==> config.mk <==
export PLATFORM = sky130hd
export DESIGN_NAME = sd_content_overlay_flat
export DESIGN_NICKNAME = d
export VERILOG_FILES = /design/src/rtl/sd_content_overlay_if.sv /design/src/rtl/sd_content_overlay.sv /design/src/flat_wrapper.sv
export SDC_FILE = /design/constraint.sdc
export NUM_CORES = 2
export LEC_CHECK = 0
export CAP_MARGIN = 20
export CORE_AREA = 2 2 394 396
export CTS_BUF_LIST = sky130_fd_sc_hd__clkbuf_2 sky130_fd_sc_hd__clkbuf_4 sky130_fd_sc_hd__clkbuf_8
export DETAILED_ROUTE_END_ITERATION = 8
export DIE_AREA = 0 0 396 398
export PLACE_DENSITY = 0.7
export SYNTH_ARGS = -nofsm -noshare
export SYNTH_HDL_FRONTEND = slang
export SYNTH_SLANG_ARGS = --single-unit
==> constraint.sdc <==
create_clock -name clk -period 4.1 [get_ports clk]
set_input_delay 0.41 -clock clk [delete_from_list [all_inputs] [get_ports clk]]
set_output_delay 0.41 -clock clk [all_outputs]
set_load 0.1 [all_outputs]
==> src/rtl/sd_content_overlay_if.sv <==
// Signal bundle between the fake-SD engine, the overlay and the image ROM.
// The master side is the engine plus the ROM. The slave side is the overlay.
interface sd_content_overlay_if #(
    parameter int ADDR_W  = 40,
    parameter int DATA_W  = 16,
    parameter int ENTRIES = 16
);
    localparam int UW = $clog2(ENTRIES + 1);

    logic              rdreq;
    logic [ADDR_W-1:0] rdaddr;
    logic              rdvalid;
    logic [DATA_W-1:0] rddata;

    logic              rom_req;
    logic [ADDR_W-1:0] rom_addr;
    logic [DATA_W-1:0] rom_data;

    logic              wrreq;
    logic [ADDR_W-1:0] wraddr;
    logic [DATA_W-1:0] wrdata;
    logic              clr;

    logic [UW-1:0]     used;
    logic              full;
    logic              wr_drop;
    logic              ev_valid;
    logic [ADDR_W-1:0] ev_addr;
    logic [DATA_W-1:0] ev_data;

    modport master (
        output rdreq, rdaddr, rom_data, wrreq, wraddr, wrdata, clr,
        input  rdvalid, rddata, rom_req, rom_addr,
        input  used, full, wr_drop, ev_valid, ev_addr, ev_data
    );

    modport slave (
        input  rdreq, rdaddr, rom_data, wrreq, wraddr, wrdata, clr,
        output rdvalid, rddata, rom_req, rom_addr,
        output used, full, wr_drop, ev_valid, ev_addr, ev_data
    );
endinterface

==> src/rtl/sd_content_overlay.sv <==
// Writable overlay in front of the read-only SD image ROM.
// Reads go to the ROM. Any word the host has written replaces the ROM word.
// Written words are held in a small fully-associative store.
// The read pipe has a latency of two cycles. The CAM compare happens in the same cycle that
// ROM data is valid, so a read sees every write committed at or before its own request edge.
module sd_content_overlay #(
    parameter int ADDR_W  = 40,
    parameter int DATA_W  = 16,
    parameter int ENTRIES = 16,
    parameter int REPLACE = 1
) (
    input  logic                  clk,
    input  logic                  rstn,
    sd_content_overlay_if.slave   bus
);
    localparam int IW = $clog2(ENTRIES);
    localparam int UW = $clog2(ENTRIES + 1);

    logic [ADDR_W-1:0] ent_addr [ENTRIES];
    logic [DATA_W-1:0] ent_data [ENTRIES];
    logic [ENTRIES-1:0] ent_valid;
    logic [UW-1:0]     used_q;
    logic [IW-1:0]     rr_q;

    logic              s1_valid;
    logic [ADDR_W-1:0] s1_addr;
    logic              rdvalid_q;
    logic [DATA_W-1:0] rddata_q;

    logic              wr_drop_q;
    logic              ev_valid_q;
    logic [ADDR_W-1:0] ev_addr_q;
    logic [DATA_W-1:0] ev_data_q;

    logic              wr_hit;
    logic [IW-1:0]     wr_hit_idx;
    logic              free_any;
    logic [IW-1:0]     free_idx;
    logic              rd_hit;
    logic [DATA_W-1:0] rd_hit_data;

    assign bus.rom_req  = bus.rdreq;
    assign bus.rom_addr = bus.rdaddr;

    assign bus.rdvalid  = rdvalid_q;
    assign bus.rddata   = rddata_q;
    assign bus.used     = used_q;
    assign bus.full     = (used_q == UW'(ENTRIES));
    assign bus.wr_drop  = wr_drop_q;
    assign bus.ev_valid = ev_valid_q;
    assign bus.ev_addr  = ev_addr_q;
    assign bus.ev_data  = ev_data_q;

    // Write-side lookup: matching slot, and the lowest free slot (the loop runs downward so the lowest wins)
    always_comb begin
        wr_hit     = 1'b0;
        wr_hit_idx = '0;
        free_any   = 1'b0;
        free_idx   = '0;
        for (int i = ENTRIES - 1; i >= 0; i--) begin
            if (ent_valid[i] && (ent_addr[i] == bus.wraddr)) begin
                wr_hit     = 1'b1;
                wr_hit_idx = IW'(i);
            end
            if (!ent_valid[i]) begin
                free_any = 1'b1;
                free_idx = IW'(i);
            end
        end
    end

    // Read-side CAM compare on the stage-1 address. At most one slot matches, so OR-ing the data is a mux.
    always_comb begin
        rd_hit      = 1'b0;
        rd_hit_data = '0;
        for (int i = 0; i < ENTRIES; i++) begin
            if (ent_valid[i] && (ent_addr[i] == s1_addr)) begin
                rd_hit      = 1'b1;
                rd_hit_data = rd_hit_data | ent_data[i];
            end
        end
    end

    // Overlay store update: clr takes priority, then hit, then allocate, then evict or drop
    always_ff @(posedge clk or negedge rstn) begin
        if (!rstn) begin
            ent_valid  <= '0;
            for (int i = 0; i < ENTRIES; i++) begin
                ent_addr[i] <= '0;
                ent_data[i] <= '0;
            end
            used_q     <= '0;
            rr_q       <= '0;
            wr_drop_q  <= 1'b0;
            ev_valid_q <= 1'b0;
            ev_addr_q  <= '0;
            ev_data_q  <= '0;
        end else begin
            wr_drop_q  <= 1'b0;
            ev_valid_q <= 1'b0;
            if (bus.clr) begin
                ent_valid <= '0;
                used_q    <= '0;
                rr_q      <= '0;
            end else if (bus.wrreq) begin
                if (wr_hit) begin
                    ent_data[wr_hit_idx] <= bus.wrdata;
                end else if (free_any) begin
                    ent_valid[free_idx] <= 1'b1;
                    ent_addr[free_idx]  <= bus.wraddr;
                    ent_data[free_idx]  <= bus.wrdata;
                    used_q              <= used_q + UW'(1);
                end else if (REPLACE != 0) begin
                    ev_valid_q     <= 1'b1;
                    ev_addr_q      <= ent_addr[rr_q];
                    ev_data_q      <= ent_data[rr_q];
                    ent_addr[rr_q] <= bus.wraddr;
                    ent_data[rr_q] <= bus.wrdata;
                    rr_q           <= (rr_q == IW'(ENTRIES - 1)) ? '0 : rr_q + IW'(1);
                end else begin
                    wr_drop_q <= 1'b1;
                end
            end
        end
    end

    // Two-stage read pipe. Stage 1 captures the request. Stage 2 chooses the overlay word or the ROM word.
    always_ff @(posedge clk or negedge rstn) begin
        if (!rstn) begin
            s1_valid  <= 1'b0;
            s1_addr   <= '0;
            rdvalid_q <= 1'b0;
            rddata_q  <= '0;
        end else begin
            s1_valid  <= bus.rdreq;
            s1_addr   <= bus.rdaddr;
            rdvalid_q <= s1_valid;
            if (s1_valid) begin
                rddata_q <= rd_hit ? rd_hit_data : bus.rom_data;
            end
        end
    end
endmodule
==> src/flat_wrapper.sv <==
// flat-port wrapper written by rule: the top's interface ports become plain ports
module sd_content_overlay_flat 
#(
    parameter int ADDR_W  = 40,
    parameter int DATA_W  = 16,
    parameter int ENTRIES = 16,
    parameter int REPLACE = 1
)
  (clk, rstn, bus_rdreq, bus_rdaddr, bus_rom_data, bus_wrreq, bus_wraddr, bus_wrdata, bus_clr, bus_rdvalid, bus_rddata, bus_rom_req, bus_rom_addr, bus_used, bus_full, bus_wr_drop, bus_ev_valid, bus_ev_addr, bus_ev_data);
  sd_content_overlay_if #(.ADDR_W(ADDR_W), .DATA_W(DATA_W), .ENTRIES(ENTRIES)) bus_i ();
  input  logic clk;
  input  logic rstn;
  input wire logic [$bits(bus_i.rdreq)-1:0] bus_rdreq;
  input wire logic [$bits(bus_i.rdaddr)-1:0] bus_rdaddr;
  input wire logic [$bits(bus_i.rom_data)-1:0] bus_rom_data;
  input wire logic [$bits(bus_i.wrreq)-1:0] bus_wrreq;
  input wire logic [$bits(bus_i.wraddr)-1:0] bus_wraddr;
  input wire logic [$bits(bus_i.wrdata)-1:0] bus_wrdata;
  input wire logic [$bits(bus_i.clr)-1:0] bus_clr;
  output wire logic [$bits(bus_i.rdvalid)-1:0] bus_rdvalid;
  output wire logic [$bits(bus_i.rddata)-1:0] bus_rddata;
  output wire logic [$bits(bus_i.rom_req)-1:0] bus_rom_req;
  output wire logic [$bits(bus_i.rom_addr)-1:0] bus_rom_addr;
  output wire logic [$bits(bus_i.used)-1:0] bus_used;
  output wire logic [$bits(bus_i.full)-1:0] bus_full;
  output wire logic [$bits(bus_i.wr_drop)-1:0] bus_wr_drop;
  output wire logic [$bits(bus_i.ev_valid)-1:0] bus_ev_valid;
  output wire logic [$bits(bus_i.ev_addr)-1:0] bus_ev_addr;
  output wire logic [$bits(bus_i.ev_data)-1:0] bus_ev_data;
  assign bus_i.rdreq = bus_rdreq;
  assign bus_i.rdaddr = bus_rdaddr;
  assign bus_i.rom_data = bus_rom_data;
  assign bus_i.wrreq = bus_wrreq;
  assign bus_i.wraddr = bus_wraddr;
  assign bus_i.wrdata = bus_wrdata;
  assign bus_i.clr = bus_clr;
  assign bus_rdvalid = bus_i.rdvalid;
  assign bus_rddata = bus_i.rddata;
  assign bus_rom_req = bus_i.rom_req;
  assign bus_rom_addr = bus_i.rom_addr;
  assign bus_used = bus_i.used;
  assign bus_full = bus_i.full;
  assign bus_wr_drop = bus_i.wr_drop;
  assign bus_ev_valid = bus_i.ev_valid;
  assign bus_ev_addr = bus_i.ev_addr;
  assign bus_ev_data = bus_i.ev_data;
  sd_content_overlay #(.ADDR_W(ADDR_W), .DATA_W(DATA_W), .ENTRIES(ENTRIES), .REPLACE(REPLACE)) u_core (.clk(clk), .rstn(rstn), .bus(bus_i));
endmodule
After elaboration in Yosys (flattened, before gate mapping)
Index checks and enable logic that the tools add are counted.

Register bits: 1036. Input port bits: 117. Output and inout port bits: 122.

Add/subtract/negate cells: 2. Order comparisons: 8. Equality and inequality tests: 36. Muxes and demuxes: 140. Bitwise gates (word level): 22. Reductions and logical operators: 43.

Operators with widths (number): 640-bit bitwise mux (2); 40-bit == test (32); 256-bit bitwise mux (3); 640-bit 2-to-1 mux (1); 256-bit 2-to-1 mux (2); 16-bit 2-to-1 mux (26); 40-bit demux with 4-bit select (2); 16-bit OR (16); 16-bit demux with 4-bit select (3); 40-bit binary-select mux with 4-bit select (1); 40-bit 2-to-1 mux (4); 4-bit 2-to-1 mux (37); 16-bit binary-select mux with 4-bit select (1); 1-bit 2-to-1 mux (53); 1-bit logical AND (36); 5-bit 2-to-1 mux (4); 5-bit >= comparator, second input constant (3); 5-bit by 1-bit < comparator with 1-bit output, second input constant (3); 4-bit inverter with 5-bit output (3); 3-bit AND reduction (3); 5-bit by 1-bit adder with 5-bit output, second input constant (1); 5-bit == test, second input constant (1); 4-bit by 5-bit < comparator with 1-bit output, second input constant (1); 4-bit by 1-bit adder with 4-bit output, second input constant (1); other kinds (8) (12).

Depth between registers and ports, before layout
Word-level depth: 34. Depth in mapped cells: 16.

Least setup slack after synthesis
OpenSTA, ideal clock, no wires.

Kind: register -> output. Start: reg u_core.used_q[4] (netlist: u_core.bus.used[4]). End: out bus_full. Arrival time: 3945 ps. Setup slack: -255 ps. Cell stages (with the launch flop): 2. Path buffers: 0. Cell sequence: dfrtp_1 > nor4bb_1.

Word-level cells in the longest chain between the ends: 1.

Ends and longest elaborated chain: start: declaration (RTL line sd_content_overlay.sv:22) `logic [UW-1:0] used_q;`; start signal: assignment (RTL line sd_content_overlay.sv:112) `used_q <= used_q + UW'(1);`; 5-bit == test (RTL line sd_content_overlay.sv:48) `assign bus.full = (used_q == UW'(ENTRIES));`; end: declaration (RTL line flat_wrapper.sv:25) `output wire logic [$bits(bus_i.full)-1:0] bus_full;`.

Every way passes these cells.

Worst setup path after layout
Start: in bus_wraddr[13]. End: reg u_core.ent_data[157] (netlist bit).

Word-level cells in the longest chain between the ends: 25.

Ends and longest elaborated chain: start: declaration (RTL line flat_wrapper.sv:17) `input wire logic [$bits(bus_i.wraddr)-1:0] bus_wraddr;`; 40-bit == test (RTL line sd_content_overlay.sv:61) `if (ent_valid[i] && (ent_addr[i] == bus.wraddr)) begin`; 1-bit logical AND (RTL line sd_content_overlay.sv:61); 4-bit 2-to-1 mux (16 in series) (RTL line sd_content_overlay.sv:61); 4-bit inverter with 5-bit output (not written as such) (RTL line sd_content_overlay.sv:107) `ent_data[wr_hit_idx] <= bus.wrdata;`; 5-bit >= comparator (not written as such) or 5-bit by 1-bit < comparator with 1-bit output (tied branches) (RTL line sd_content_overlay.sv:107); 1-bit logical AND (not written as such) (RTL line sd_content_overlay.sv:107); 16-bit 2-to-1 mux (not written as such) (RTL line sd_content_overlay.sv:107); 16-bit demux with 4-bit select (RTL line sd_content_overlay.sv:107); 256-bit bitwise mux (RTL line sd_content_overlay.sv:107); 256-bit 2-to-1 mux (*) (RTL line sd_content_overlay.sv:106) `if (wr_hit) begin`; end signal: indexed assignment (RTL line sd_content_overlay.sv:107); end signal: indexed assignment (RTL line sd_content_overlay.sv:111) `ent_data[free_idx] <= bus.wrdata;`; end signal: indexed assignment (RTL line sd_content_overlay.sv:118) `ent_data[rr_q] <= bus.wrdata;`; end: declaration (RTL line sd_content_overlay.sv:20) `logic [DATA_W-1:0] ent_data [ENTRIES];`.

Every way passes the cells marked *; elsewhere a longest branch is shown, timed or not. A chain may end at the register's enable or synchronous reset.

==> reports/metrics.csv <==
stage,metric,value,unit
sta,setup_viol,33,
placed_design,dp_slack,-0.677,ns
placed_design,portBuffers,237,
run,drv_cap,0,
yosys,synth_warnings,0,
outcome,violations,setup timing,
yosys,syn_avg_cell_area,9.45,um^2
setup_path,end_kind,flip-flop,
yosys,synthCells,7252,
hold_path,hold_class,in2reg,
setup_path,crit_path_frequent_cell,buf_4,
placed_design,place_area,80800,um^2
die,dieArea,158000,um^2
final_layout,drive_above_1_share,0.233,
global_route,grt_pass1_vias,66300,
sta,worst_slew_margin_rel,0.201,
final_layout,fillers,13400,
sta,hold_viol,0,
yosys,synth-seq-cells,1036,
yosys,async_flop_share,1.00,
sta,period_share,1.02,
die,io_pins,239,
cts,cts_root_buffer,clkbuf_8,
global_route,gr-total-overflow,0,
placed_design,placed_cells,9836,
cts,cts_buffer_depth,3,
die,row_count,144,
outcome,status,"finished, violations left",
routing,ant_nets,0,
sta,layout_setup_ws,-0.0667,ns
die,die_h,398,um
final_layout,postLayoutCellArea,86400,um^2
sta,tightest_slew,1.19,ns
setup_path,path_cells,dlygate4sd3_1 -> buf_2 -> buf_4 -> buf_4 -> xnor2_1 -> nand2_1 -> a2111oi_0 -> and4_1 -> buf_4 -> o211ai_1 -> o41a_1 -> buf_4 -> or3_1 -> buf_4 -> buf_12 -> o211ai_1 -> a31o_1,
setup_path,crit_slowest_cell,a2111oi_0,
routing,vias,70400,
setup_path,timing_worst_setup_path_type,in2reg,
pwr,p_per_area,331,nW/um^2
die,core_area,153000,um^2
global_route,grt_usage,0.536,
pwr,peakVddDrop,0.285,mV
global_route,grt_pass1_wl,575000,um
setup_path,cp_data_required_time,5.01,ns
setup_path,slowest_delay,0.76,ns
setup_path,critPathArrivalTime,5.08,ns
yosys,netlist-cell-type-count,85,
yosys,synth_edf_count,0,
cts,path_clk_slew,0.06,ns
placed_design,hpwl,321000,um
die,start_util,0.447,
cts,cts_buffers,193,
sta,fin_skew,0.0773,ns
setup_path,cp_max_fo,13,
yosys,yosysTopAreaCellShare,0.378,
setup_path,cp.buffers_inverters,8,
sta,fin_hold_ws,0.0458,ns
routing,via_per_inst,6.84,
pwr,leakage,35.8,nW
sta,clock.fmax,240,MHz
sta,maxSlewViolCount,0,
setup_path,crit_family,buffers and inverters,
routing,wl_per_cell,41.8,um
yosys,synth_flop_cell,dfrtp_1,
cts,clock_sinks,1036,
global_route,grt_start_max_net_pins,107,
yosys,syn_nets,7375,
yosys,ys_seq_area_frac,0.378,
cts,htree_levels,4,
cts,cts_tree,done,
final_layout,fin_nets,8191,
die,dieWidth,396,um
placed_design,gp_congestion,1.15,
global_route,grt_antenna_before_repair,60,
final_layout,layout_common_cells,"nand2_1, dfrtp_1, buf_4, xnor2_1, xor2_1",
cts,insertion_delay,1.00,ns
routing,drt_first_pass_iters,9,
final_layout,area.growth.synth_to_final,26.0,%
final_layout,final_cells,10300,
routing,wirelength,431000,um
yosys,synth.top_cells.by_area,"dfrtp_1, mux4_2, xnor2_1, nand2_1, xor2_1",
routing,drt_iter0_drc,11700,
routing,remaining_drc_errors,0,
setup_path,startpoint_type,input port,
yosys,syn_area,68500,um^2
sta,period_minus_slack,4.17,ns
final_layout,mostFrequentLayoutCell,nand2_1,
yosys,yosys.area.top_type,dfrtp_1,
==> sequential cells by signal (all words and copies together), names as in the netlist <==
register,count
u_core.s1_addr,40
u_core.bus.rddata,16
u_core.ent_data,256
u_core.bus.ev_data,16
u_core.rr_q,4
u_core.bus.used,5
u_core.ent_valid,16
u_core.ent_addr,640
u_core.bus.rdvalid,1
u_core.bus.ev_valid,1
u_core.bus.ev_addr,40
u_core.s1_valid,1
==> layer usage <==
layer,vias to the layer above,track usage,part of all wire
li1,27400,-,-
met1,34600,0.660,0.35
met2,6703,0.703,0.38
met3,1772,0.280,0.17
met4,42,0.396,0.095
met5,-,0.00212,0.00088
==> worst min-delay path, cell delays in order <==
cell,delay (ns)
clkdlybuf4s50_1,0.40
a21oi_1,0.12
a21oi_1,0.07
==> report_power, final <==
group          switching [W]  internal [W]
clock network        0.00531       0.00645
logic                0.00374       0.00193
registers           0.000547        0.0106
total                0.00960        0.0190
==> final timing paths <==
| check | to | slack, ns | depth (start not counted) | from |
|---|---|---|---|---|
| max in group asynchronous | u_core.ent_addr[80] | 2.67 | 3 | rstn |
| worst max-delay path | u_core.ent_data[157] | -0.07 | 17 | bus_wraddr[13] |
| worst max register to register | u_core.ent_data[157] | -0.05 | 13 | u_core.ent_addr[533] |
| worst min register to register | u_core.bus.ev_addr[27] | 0.49 | 1 | u_core.bus.ev_addr[27] |
| min in group asynchronous | u_core.bus.rddata[4] | 0.08 | 2 | rstn |
| worst min-delay path | u_core.bus.rddata[12] | 0.05 | 3 | bus_rom_data[12] |
==> cells by family after synthesis <==
family | after synthesis | share of synthesized area
simple gates | 2636 | 0.183
buf+inv | 780 | 0.0518
other cells | 1 | 0.0000547
fa+ha+maj | 6 | 0.00110
mux | 557 | 0.138
flops | 1036 | 0.378
xor+xnor | 1205 | 0.155
compound gates | 1031 | 0.0927
==> cell usage after synthesis (17+ instances only) <==
| master | count |
|---|---|
| a21oi_1 | 58 |
| a221oi_1 | 64 |
| a22o_1 | 68 |
| a31o_1 | 26 |
| a31oi_1 | 27 |
| and2_1 | 18 |
| buf_1 | 39 |
| buf_2 | 106 |
| buf_4 | 84 |
| buf_6 | 22 |
| clkbuf_1 | 439 |
| dfrtp_1 | 1036 |
| inv_1 | 87 |
| mux2_1 | 144 |
| mux2_2 | 95 |
| mux2_4 | 20 |
| mux2i_1 | 18 |
| mux4_2 | 280 |
| nand2_1 | 1378 |
| nand2b_1 | 99 |
| nand3_1 | 329 |
| nand4_1 | 368 |
| nor2_1 | 56 |
| nor3_1 | 85 |
| nor3b_1 | 17 |
| nor4_1 | 208 |
| o2111ai_1 | 20 |
| o211ai_1 | 53 |
| o21ai_0 | 540 |
| o21ai_1 | 64 |
| o22ai_1 | 30 |
| o31ai_1 | 32 |
| xnor2_1 | 637 |
| xor2_1 | 562 |
==> metrics by stage <==
stage / power (W) / utilization / setup TNS, ns
floorplan: 0.0135 / - / 0
global placement: 0.0165 / 0.527 / -792.08
detailed placement: 0.0165 / 0.527 / -136.11
CTS: 0.0282 / 0.561 / -0.133
global route: 0.0290 / 0.563 / -0.0902
finish: 0.0286 / 0.563 / -0.534
==> layout make-up <==
class,count,area [um^2],share of cell area
Clock buffer,297,3770,0.0437
Sequential cell,1036,26000,0.300
Timing Repair Buffer,1312,13400,0.156
Multi-Input combinational cell,5436,39600,0.459
Clock inverter,57,628,0.00727
Antenna cell,26,65.1,0.000753
Inverter,89,334,0.00387
Tap cell,2044,2560,0.0296
==> repair_timing <==
item / in CTS / in global routing
pin swaps: 7 / 5
cloned: 1 / 3
hold buffers: 67 / 0
setup buffers: 7 / 3
gates resized for setup: 22 / 24
hold endpoints to repair: 157 / 0
setup endpoints to repair: 886 / 230
No activity file was read; power rests on OpenSTA's default activity.
